## src/rtl/cover_toggle_collector.sv

```systemverilog
// Sticky toggle-coverage collector: accumulates per-point hit strobes into a live
// bitmap and, on request, streams the global indices of a frozen snapshot.
module cover_toggle_collector #(
    parameter int W           = 11,
    parameter int COVER_INDEX = 0,
    parameter int CW          = $clog2(W + 1)
) (
    input  logic          gbl_clk,
    input  logic          reset,
    input  logic [W-1:0]  valid,
    input  logic          clear,
    input  logic          dump_req,
    input  logic          dump_ready,
    output logic          dump_valid,
    output logic [63:0]   dump_index,
    output logic          dump_last,
    output logic          dump_done,
    output logic          dump_busy,
    output logic          new_hit,
    output logic [CW-1:0] hit_count
);

    localparam int PW = (W > 1) ? $clog2(W) : 1;
    localparam logic [PW-1:0] LAST_PTR = PW'(W - 1);

    localparam logic [1:0] IDLE = 2'd0;
    localparam logic [1:0] SCAN = 2'd1;
    localparam logic [1:0] DONE = 2'd2;

    function automatic logic [CW-1:0] popcount(input logic [W-1:0] v);
        logic [CW-1:0] n;
        n = {CW{1'b0}};
        for (int i = 0; i < W; i++) begin
            n = n + CW'(v[i]);
        end
        return n;
    endfunction

    logic [W-1:0]  bm_r;
    logic [CW-1:0] hit_count_r;
    logic          new_hit_r;
    logic [1:0]    state_r;
    logic [PW-1:0] ptr_r;
    logic [W-1:0]  snap_r;
    logic          dump_valid_r;
    logic [63:0]   dump_index_r;
    logic          dump_last_r;
    logic          dump_done_r;
    logic          dump_busy_r;

    logic [W-1:0]  fresh_s;
    logic [W-1:0]  bm_nxt_s;
    logic [CW-1:0] hit_count_nxt_s;
    logic          new_hit_nxt_s;
    logic [1:0]    state_nxt_s;
    logic [PW-1:0] ptr_nxt_s;
    logic [W-1:0]  snap_nxt_s;
    logic          advance_s;
    logic [W-1:0]  above_s;
    logic          valid_nxt_s;
    logic          last_nxt_s;
    logic [63:0]   index_nxt_s;

    // Live bitmap update; clear wins over accumulation and runs in every FSM state.
    always_comb begin
        fresh_s         = valid & ~bm_r;
        bm_nxt_s        = bm_r;
        hit_count_nxt_s = hit_count_r;
        new_hit_nxt_s   = 1'b0;
        if (clear) begin
            bm_nxt_s        = valid;
            hit_count_nxt_s = popcount(valid);
            new_hit_nxt_s   = |valid;
        end else begin
            bm_nxt_s        = bm_r | valid;
            hit_count_nxt_s = hit_count_r + popcount(fresh_s);
            new_hit_nxt_s   = |fresh_s;
        end
    end

    // Dump sequencer: zero bits cost one cycle, set bits wait for the consumer.
    always_comb begin
        state_nxt_s = state_r;
        ptr_nxt_s   = ptr_r;
        snap_nxt_s  = snap_r;
        advance_s   = !snap_r[ptr_r] || dump_ready;
        case (state_r)
            IDLE: begin
                if (dump_req) begin
                    snap_nxt_s  = bm_r | valid;
                    ptr_nxt_s   = {PW{1'b0}};
                    state_nxt_s = SCAN;
                end else begin
                    state_nxt_s = IDLE;
                end
            end
            SCAN: begin
                if (advance_s) begin
                    if (ptr_r == LAST_PTR) begin
                        state_nxt_s = DONE;
                    end else begin
                        ptr_nxt_s = ptr_r + {{(PW-1){1'b0}}, 1'b1};
                    end
                end else begin
                    state_nxt_s = SCAN;
                end
            end
            DONE: begin
                state_nxt_s = IDLE;
            end
            default: begin
                state_nxt_s = IDLE;
            end
        endcase
    end

    // Output values are derived from next state so every output leaves a flop.
    always_comb begin
        valid_nxt_s = (state_nxt_s == SCAN) && snap_nxt_s[ptr_nxt_s];
        above_s     = (snap_nxt_s >> ptr_nxt_s) >> 1'b1;
        last_nxt_s  = valid_nxt_s && (above_s == {W{1'b0}});
        if (valid_nxt_s) begin
            index_nxt_s = 64'(COVER_INDEX) + 64'(ptr_nxt_s);
        end else begin
            index_nxt_s = 64'd0;
        end
    end

    // Coverage state registers.
    always_ff @(posedge gbl_clk or posedge reset) begin
        if (reset) begin
            bm_r        <= {W{1'b0}};
            hit_count_r <= {CW{1'b0}};
            new_hit_r   <= 1'b0;
        end else begin
            bm_r        <= bm_nxt_s;
            hit_count_r <= hit_count_nxt_s;
            new_hit_r   <= new_hit_nxt_s;
        end
    end

    // Dump sequencer registers.
    always_ff @(posedge gbl_clk or posedge reset) begin
        if (reset) begin
            state_r <= IDLE;
            ptr_r   <= {PW{1'b0}};
            snap_r  <= {W{1'b0}};
        end else begin
            state_r <= state_nxt_s;
            ptr_r   <= ptr_nxt_s;
            snap_r  <= snap_nxt_s;
        end
    end

    // Dump stream output registers.
    always_ff @(posedge gbl_clk or posedge reset) begin
        if (reset) begin
            dump_valid_r <= 1'b0;
            dump_index_r <= 64'd0;
            dump_last_r  <= 1'b0;
            dump_done_r  <= 1'b0;
            dump_busy_r  <= 1'b0;
        end else begin
            dump_valid_r <= valid_nxt_s;
            dump_index_r <= index_nxt_s;
            dump_last_r  <= last_nxt_s;
            dump_done_r  <= (state_nxt_s == DONE);
            dump_busy_r  <= (state_nxt_s != IDLE);
        end
    end

    assign dump_valid = dump_valid_r;
    assign dump_index = dump_index_r;
    assign dump_last  = dump_last_r;
    assign dump_done  = dump_done_r;
    assign dump_busy  = dump_busy_r;
    assign new_hit    = new_hit_r;
    assign hit_count  = hit_count_r;

endmodule

```

## config.mk

```make
export PLATFORM = sky130hd
export DESIGN_NAME = cover_toggle_collector
export DESIGN_NICKNAME = d
export VERILOG_FILES = /design/src/rtl/cover_toggle_collector.sv
export SDC_FILE = /design/constraint.sdc
export NUM_CORES = 1
export LEC_CHECK = 0
export BUFFER_PORTS_ARGS = -buffer_cell sky130_fd_sc_hd__buf_2
export CAP_MARGIN = 20
export CORE_UTILIZATION = 53
export DETAILED_ROUTE_END_ITERATION = 16
export PLACE_DENSITY = 0.79
export SLEW_MARGIN = 15
export SYNTH_ARGS = -nofsm -noshare
export SYNTH_HDL_FRONTEND = slang
export SYNTH_SLANG_ARGS = --single-unit
```

## constraint.sdc

```tcl
create_clock -name gbl_clk -period 4.1 [get_ports gbl_clk]
set_clock_uncertainty 0.05 [all_clocks]
set_input_delay 0.205 -clock gbl_clk [delete_from_list [all_inputs] [get_ports gbl_clk]]
set_output_delay 0.205 -clock gbl_clk [all_outputs]
set_load 0.05 [all_outputs]
```

==> results.toml, run 1 <==
[floorplanning]
die_h_um = 80.3
io_pins = 89
initial_core_util_pct = 54.9
die_w_um = 80.3
die-area_mm2 = 0.00645
num_rows = 28
core-area_mm2 = 0.00592

[worst_setup_path]
end_kind = "flop"
critPathKind = "reg -> reg"
crit_fanout = 3
start_kind = "flop"
cp.arrival_ns = 3.98
cp.required_ns = 4.28

[synth]
syn_area_per_cell_um2 = 9.55
synth.distinct_cells = 59
syn-cell-area_mm2 = 0.00325
ys.flop_type = "dfrtp_1"
yosysTopAreaCell = "dfrtp_1"
synth_area_leaders = "dfrtp_1, buf_4, fa_1"
yosys_warnings = 0
netlist_instances = 340
synth_common_cells = "buf_4, dfrtp_1, inv_1"
synth_edf_count = 0
yosysMostFrequentCell = "buf_4"
ys_seq_area_share_pct = 31.6
yosys_register_bits = 41
async_flop_share_pct = 100
yosysTopAreaCellShare_pct = 31.6

[power]
power_density_mw_per_mm2 = 778
p_leak_nw = 1.69
max-vdd-ir-drop_mv = 0.409

[cts]
clock_path_buffers = 2
path_clk_slew_ns = 0.09
cts_setup_buffers = 0
cts-root-buf = "clkbuf_8"
cts_tree = "yes"
htree_levels = 2
cts_hold_buf = 1
cts_buffers = 5
clkLatencyLatePin_ns = 0.30
clock-sinks = 41
cts_resized = 0

[worst_hold_path]
min_path_type = "in -> reg"

[layout]
ff_latch_area_mm2 = 0.00103
drive_above_1_share_pct = 17.2
syn_to_final_growth_pct = 4.04
layout.nets = 412
antenna_cells = 0
multi_input_comb_area_mm2 = 0.00180
num-fill-cells = 536

[timing]
period_share_pct = 92.7
setup_viol = 0
grt_setup_unrepaired = "no"
hold_violations = 0
finalCriticalPeriod_ns = 3.80
finalSetupTns_ns = 0
fmax_ghz = 0.263
whs_ns = 0.0821
timing.final.max_slew_violations = 0
max_slew_margin_pct = 58.6
worstMarginPinSlew_ns = 0.619

[outcome]
status = "finished clean"

[placed_design]
hpwl_um = 5040
numPortBuffers = 28
gp_congestion = 0.887

[route]
routed-via-count = 2351
routedWlPerCell_um = 14.4
wirelength_um = 6430
routed_via_density = 5.26
drt-pass1-iter-count = 9
antenna_left = 0
dr.first_iter.drc_count = 159
drc = 0

[global_routing]
grt_pass1_vias = 2160
grt_pass1_wl_um = 10600
antenna_found_initial = 0
grt_overflow = 0
grt_util_all_layers_pct = 21.8
grt_max_degree = 42

[run]
maxCapViolCount = 0
[cell type report]
cell class                      instances  area share [%]
Clock inverter                          3            2.04
Timing Repair Buffer                   31            4.89
Inverter                               43            4.78
Clock buffer                            5            2.04
Sequential cell                        41            30.4
Tap cell                               75            2.78
Multi-Input combinational cell        249            53.1
[routing by layer]
metal	track usage, %	share of wire (%)
met1	29.4	45
met2	36.0	49
met3	2.84	3.9
met4	7.50	1.8
met5	0	0
[placed cells by master (no fill, tap or decap), types with 10 or more instances in the layout]
cell type,count
conb_1,60
dfrtp_1,41
inv_1,40
nor2_1,35
buf_2,28
a21o_1,18
fa_1,14
nand2_1,13
ha_1,11
a21oi_1,10
[registers in the layout (all words and copies together) (netlist names)]
signal and count:
dump_busy 1, hit_count 4, snap_r 11, dump_last 1, dump_valid 1, state_r 2
dump_done 1, bm_r 11, new_hit 1, dump_index 4, ptr_r 4
[worst max-delay path, stage by stage (launching register included)]
cell and delay, ns:
dfrtp_1 0.41, nor2_1 0.20, fa_1 0.47, inv_1 0.09
fa_1 0.45, fa_1 0.55, inv_1 0.06, fa_1 0.54
ha_1 0.17, inv_1 0.06, fa_1 0.37, xor2_1 0.17
a21oi_1 0.15
[cells by family (layout without fill, tap and decap cells)]
| family | Yosys count | after routing | synth area share (%) |
|---|---|---|---|
| compound gates | 71 | 71 | 17.5 |
| xor+xnor | 5 | 5 | 1.35 |
| fa+ha+maj | 25 | 25 | 12.9 |
| buf+inv | 109 | 82 | 20.0 |
| flops | 41 | 41 | 31.6 |
| mux | 8 | 8 | 3.20 |
| other cells | 1 | 60 | 0.115 |
| simple gates | 80 | 80 | 13.4 |
[worst paths after layout]
| path | from | to | slack [ns] | depth (start not counted) |
|---|---|---|---|---|
| hold / removal | valid[8] | bm_r[8] | 0.08 | 2 |
| setup reg to reg | bm_r[8] | hit_count[2] | 0.30 | 12 |
| max in group asynchronous | reset | dump_done | 3.13 | 4 |
| hold reg to reg | bm_r[7] | bm_r[7] | 0.47 | 1 |
| setup / recovery | bm_r[8] | hit_count[2] | 0.30 | 12 |
| min in group asynchronous | reset | hit_count[1] | 0.51 | 4 |
[per-stage QoR]
| step | instances | total power, mW | worst slack [ns] | utilization, % | instance area [µm²] |
|---|---|---|---|---|---|
| after floorplan | 399 | 1.97 | 0.316 | - | 3470 |
| after global placement | 438 | 2.17 | 0.394 | 54.6 | 3230 |
| after detailed placement | 438 | 2.22 | 0.324 | 54.6 | 3230 |
| after CTS | 447 | 2.63 | 0.297 | 57.1 | 3380 |
| after global routing | 447 | 2.82 | 0.159 | 57.1 | 3380 |
| final | 447 | 2.63 | 0.299 | 57.1 | 3380 |
[power by group]
part           switching, mW  leakage, nW  internal, mW  total (mW)
logic                   1.05         1.17         0.556        1.61
clock network          0.156       0.0687         0.245       0.402
registers              0.102        0.457         0.520       0.622
total                   1.31         1.69          1.32        2.63
(Power assumes the default switching activity.)
==> run 2: changes to the inputs <==
- CORE_MARGIN: default -> 2
- clock period: 4.1 -> 3.8 ns (I/O delays scaled with it)
==> run 2 against run 1 <==
Against the previous run:
- setup slack got worse by 0.13 ns
- combinational power rose by 7%
- via count rose by 0.72%
- maximum frequency rose by 4.6%
- global-route usage fell by 1.8 points
- worst hold slack barely moved
- total power rose by 0.91%
- final area fell by 0.56%
- non-clock buffer count rose by 3
- routed wire length fell by 2.0%
- final cell count rose by 0.22%
- critical endpoint is now hit_count[1]
==> results.toml, run 2 (synthesis gave the netlist of run 1 again) <==
[placed_design]
dp.cells = 438
numPortBuffers = 28
hpwl_um = 4920
gp_congestion = 0.923

[route]
wirelength_um = 6300
dr.first_iter.drc_count = 199
routedWlPerCell_um = 14.1
routed_via_density = 5.29
antenna_left = 0
routed-via-count = 2368
drt-pass1-iter-count = 5
drc = 0

[cts]
path_clk_slew_ns = 0.08
clock_path_buffers = 2
cts_buffers = 5
htree_levels = 2
clock-sinks = 41
cts-root-buf = "clkbuf_8"
cts_tree = "yes"
clkLatencyLatePin_ns = 0.30

[global_routing]
antenna_found_initial = 0
grt_max_degree = 42
grt_pass1_vias = 2121
grt_pass1_wl_um = 10200
grt_util_all_layers_pct = 20.0
grt_overflow = 0

[worst_setup_path]
r2r_setup_slack_ns = 0.17
start_kind = "flop"
slowest_stage = "fa_1"
cp.required_ns = 3.93
end_kind = "flop"
reg2reg_depth = 11
cp.arrival_ns = 3.76
max_stage_delay_ns = 0.54
cpMostUsedCell = "fa_1"
critPathKind = "reg -> reg"
cp_cell_sequence = "nor2b_2, fa_1, inv_1, fa_1, fa_1, inv_1, fa_1, ha_2, inv_1, fa_2, o21ai_0"
crit_fanout = 3

[timing]
whs_ns = 0.0821
fmax_ghz = 0.275
period_share_pct = 95.6
grt_setup_unrepaired = "no"
finalSetupTns_ns = 0
max_slew_margin_pct = 59.2
timing.final.max_slew_violations = 0
setup_viol = 0
finalCriticalPeriod_ns = 3.63
worstMarginPinSlew_ns = 0.609
hold_violations = 0

[run]
maxCapViolCount = 0

[layout]
syn_to_final_growth_pct = 3.47
instances_no_fill = 448
layout.cells.most_common = "conb_1"
layout.nets = 415
fin_util_pct = 56.8
drive_above_1_share_pct = 19.3
final_cell_mix = "conb_1, dfrtp_1, inv_1, nor2_1, buf_2"
reg_top3 = "bm_r (11), snap_r (11)"
antenna_cells = 0

[power]
p_leak_nw = 1.68
power_density_mw_per_mm2 = 790
fin_total_pwr_mw = 2.65
max-vdd-ir-drop_mv = 0.448

[floorplanning]
die_h_um = 82.3
die-area_mm2 = 0.00677
num_rows = 28
die_w_um = 82.3
core-area_mm2 = 0.00592
io_pins = 89
initial_core_util_pct = 54.9

[worst_hold_path]
min_path_type = "in -> reg"
hold_depth = 2

[outcome]
status = "finished clean"
## run 2: cell count changes in the layout (fill, tap and decap cells not counted)
cell       change
fa_2           +1
nor2b_1        -2
nor2_1         -3
ha_1           -1
buf_4          +3
ha_2           +1
bufinv_16      -2
nor2_4         +1
nor2b_2        +2
inv_6          -1
clkinv_2       +1
fa_1           -1
nor2_2         +2
## run 2: final cells by class
class                   instances  area, µm²
well taps                      75       93.8
multi-input cells             249       1820
clock buffers                   5       68.8
clock inverters                 1       5.00
flip-flops and latches         41       1030
inverters                      43        161
fillers                       505       2560
repair buffers                 34        188
## run 2: what timing repair did
item	in CTS	in global routing
hold buffers	1	0
hold endpoints to repair	41	0
setup endpoints to repair	0	3
buffers inserted	0	3
resized for setup	0	8
## run 2: layer usage
layer  track usage (%)  wire length [µm]  vias to the layer above
met2              30.7              2920                      126
met4              6.67               146                        0
met5                 0                 0                        -
met1              28.6              2760                     1136
li1                  -                 -                     1092
met3              3.70               470                       14
## run 2: worst paths after layout
check	from	end
max in group asynchronous	reset	dump_done
setup reg to reg	bm_r[4]	hit_count[1]
hold reg to reg	bm_r[3]	bm_r[3]
min in group asynchronous	reset	bm_r[4]
setup / recovery	bm_r[4]	hit_count[1]
hold / removal	valid[10]	bm_r[10]
## run 2: where the power goes
group	switching, mW	internal (mW)
registers	0.108	0.561
clock network	0.144	0.121
logic	1.12	0.601
total	1.37	1.28
## run 2: stage by stage
step / setup WS [ns] / cell area (µm²)
after floorplan: 0.0162 / 3470
after global routing: 0.0320 / 3360
after CTS: 0.0216 / 3320
final: 0.166 / 3360
after detailed placement: 0.0416 / 3230
after global placement: 0.126 / 3230
## run 2: critical path, delay by kind of cell, from the launching register on
family / cells / cell delay [ns]
adder cells (fa/ha/maj): 6 / 2.76
flip-flops: 1 / 0.38
buffers and inverters: 3 / 0.17
AO/OA/AOI/OAI: 1 / 0.09
AND/OR/NAND/NOR: 1 / 0.07
==> run 3: changes to the inputs <==
- RECOVER_POWER: default -> 25
==> run 3 against run 2 <==
Against the previous run:
- the run now ends with max-capacitance violations, max-slew violations left
- global-route usage did not move
- total power is essentially flat
- final area fell by 0.15%
- core utilization shrank 0.085 points
- critical path depth stayed put
- routed wire length fell by 0.11%
- die area did not move
- setup slack got worse by 0.011 ns
- first-iteration DRC count is the same
- critical path type unchanged
==> results.toml, run 3 (synthesis gave the netlist of run 1 again) <==
[outcome]
status = "finished with violations"
violations = "max-capacitance violations, max-slew violations"

[cts]
path_clk_slew_ns = 0.08
cts-root-buf = "clkbuf_8"
clkLatencyLatePin_ns = 0.30
htree_levels = 2
clock-sinks = 41
clock_path_buffers = 2
cts_tree = "yes"
cts_buffers = 5

[floorplanning]
die_h_um = 82.3
io_pins = 89
num_rows = 28
core-area_mm2 = 0.00592
initial_core_util_pct = 54.9
die_w_um = 82.3
die-area_mm2 = 0.00677

[power]
max-vdd-ir-drop_mv = 0.449
p_leak_nw = 1.67
seqPwrFrac_pct = 25.2
power_frac_comb_pct = 64.8
fin_total_pwr_mw = 2.65
clkPwrFrac_pct = 10.0
power_density_mw_per_mm2 = 791
p_sw_share_pct = 51.7
power_switching_mw = 1.37
intPower_mw = 1.28

[route]
drt-pass1-iter-count = 5
drc = 0
routed_via_density = 5.29
routedWlPerCell_um = 14.0
dr.first_iter.drc_count = 199
routed-via-count = 2368
dr_wl_met2_um = 2920
antenna_left = 0
wirelength_um = 6290
top_layer = "met4"
wl_met1_um = 2750
wl_met3_um = 470

[placed_design]
place_ws_ns = 0.0416
place_area_mm2 = 0.00323
gp_congestion = 0.923
numPortBuffers = 28
hpwl_um = 4920

[timing]
finalSetupTns_ns = 0
fmax_ghz = 0.274
max_slew_margin_pct = -45.7
timing.final.max_slew_violations = 42
hold_violations = 0
fin_ws_ns = 0.155
finalCriticalPeriod_ns = 3.64
period_share_pct = 95.9
setup_viol = 0
worstMarginPinSlew_ns = 2.18
grt_setup_unrepaired = "no"

[run]
maxCapViolCount = 1

[global_routing]
grt_overflow = 0
grt_pass1_wl_um = 10200
grt_pass1_vias = 2121
antenna_found_initial = 0
grt_max_degree = 42
grt_util_all_layers_pct = 20.0

[worst_setup_path]
end_kind = "flop"
cp.required_ns = 3.92
crit_fanout = 3
start_kind = "flop"
reg2reg_depth = 11
critPathKind = "reg -> reg"
cp.arrival_ns = 3.76

[layout]
layout.nets = 415
syn_to_final_growth_pct = 3.31
antenna_cells = 0
final_area_mm2 = 0.00336
reg_top3 = "bm_r (11), snap_r (11)"
layout.cells.most_common = "conb_1"
drive_above_1_share_pct = 18.8
final_cell_mix = "conb_1, dfrtp_1, inv_1, nor2_1, buf_2"

[worst_hold_path]
min_path_type = "in -> reg"
hold_depth = 2
[run 3: worst paths after layout]
check	start	end	slack, ns
min in group asynchronous	reset	bm_r[4]	1.19
max	bm_r[4]	hit_count[1]	0.16
max reg2reg	bm_r[4]	hit_count[1]	0.16
max in group asynchronous	reset	snap_r[2]	1.27
min	valid[10]	bm_r[10]	0.08
min reg2reg	bm_r[3]	bm_r[3]	0.46
[run 3: power groups by stage]
| stage | Sequential, mW | Clock, mW | Combinational (mW) |
|---|---|---|---|
| detailed placement | 0.673 | 0 | 1.70 |
| global placement | 0.668 | 0 | 1.67 |
| CTS | 0.665 | 0.270 | 1.71 |
| global route | 0.685 | 0.289 | 1.89 |
| finish | 0.669 | 0.265 | 1.72 |
| floorplan | 0.796 | 0 | 1.33 |
[run 3: cell type report]
type / instances / area [µm²]
clock inverters: 1 / 5.00
clock buffers: 5 / 68.8
multi-input cells: 249 / 1820
inverters: 43 / 161
repair buffers: 34 / 183
flip-flops and latches: 41 / 1030
fillers: 508 / 2560
well taps: 75 / 93.8
[run 3: repair_timing]
item,CTS,global route
gates resized for setup,0,8
endpoints found under the hold margin,41,0
endpoints found under the setup margin,0,3
setup buffers,0,3
hold buffers,1,0
[run 3: routing by layer]
layer	track usage [%]	vias up
met5	0	-
li1	-	1092
met3	3.70	14
met4	6.67	0
met1	28.6	1136
met2	30.7	126
[run 3: critical path, cell delays in order (launching register included)]
cell,delay (ns)
dfrtp_1,0.38
nor2b_2,0.07
fa_1,0.54
inv_1,0.06
fa_1,0.50
fa_1,0.49
inv_1,0.06
fa_1,0.54
ha_2,0.18
inv_1,0.05
fa_2,0.51
o21ai_0,0.09
[run 3: per-stage QoR]
step | utilization (%) | std cells | hold WS (ns)
2_1_floorplan | - | 399 | 0.232
3_3_place_gp | 54.6 | 438 | 0.298
3_5_place_dp | 54.6 | 438 | 0.296
4_1_cts | 56.0 | 445 | 0.0801
5_1_grt | 56.7 | 448 | 0.0792
6_report | 56.7 | 448 | 0.0821
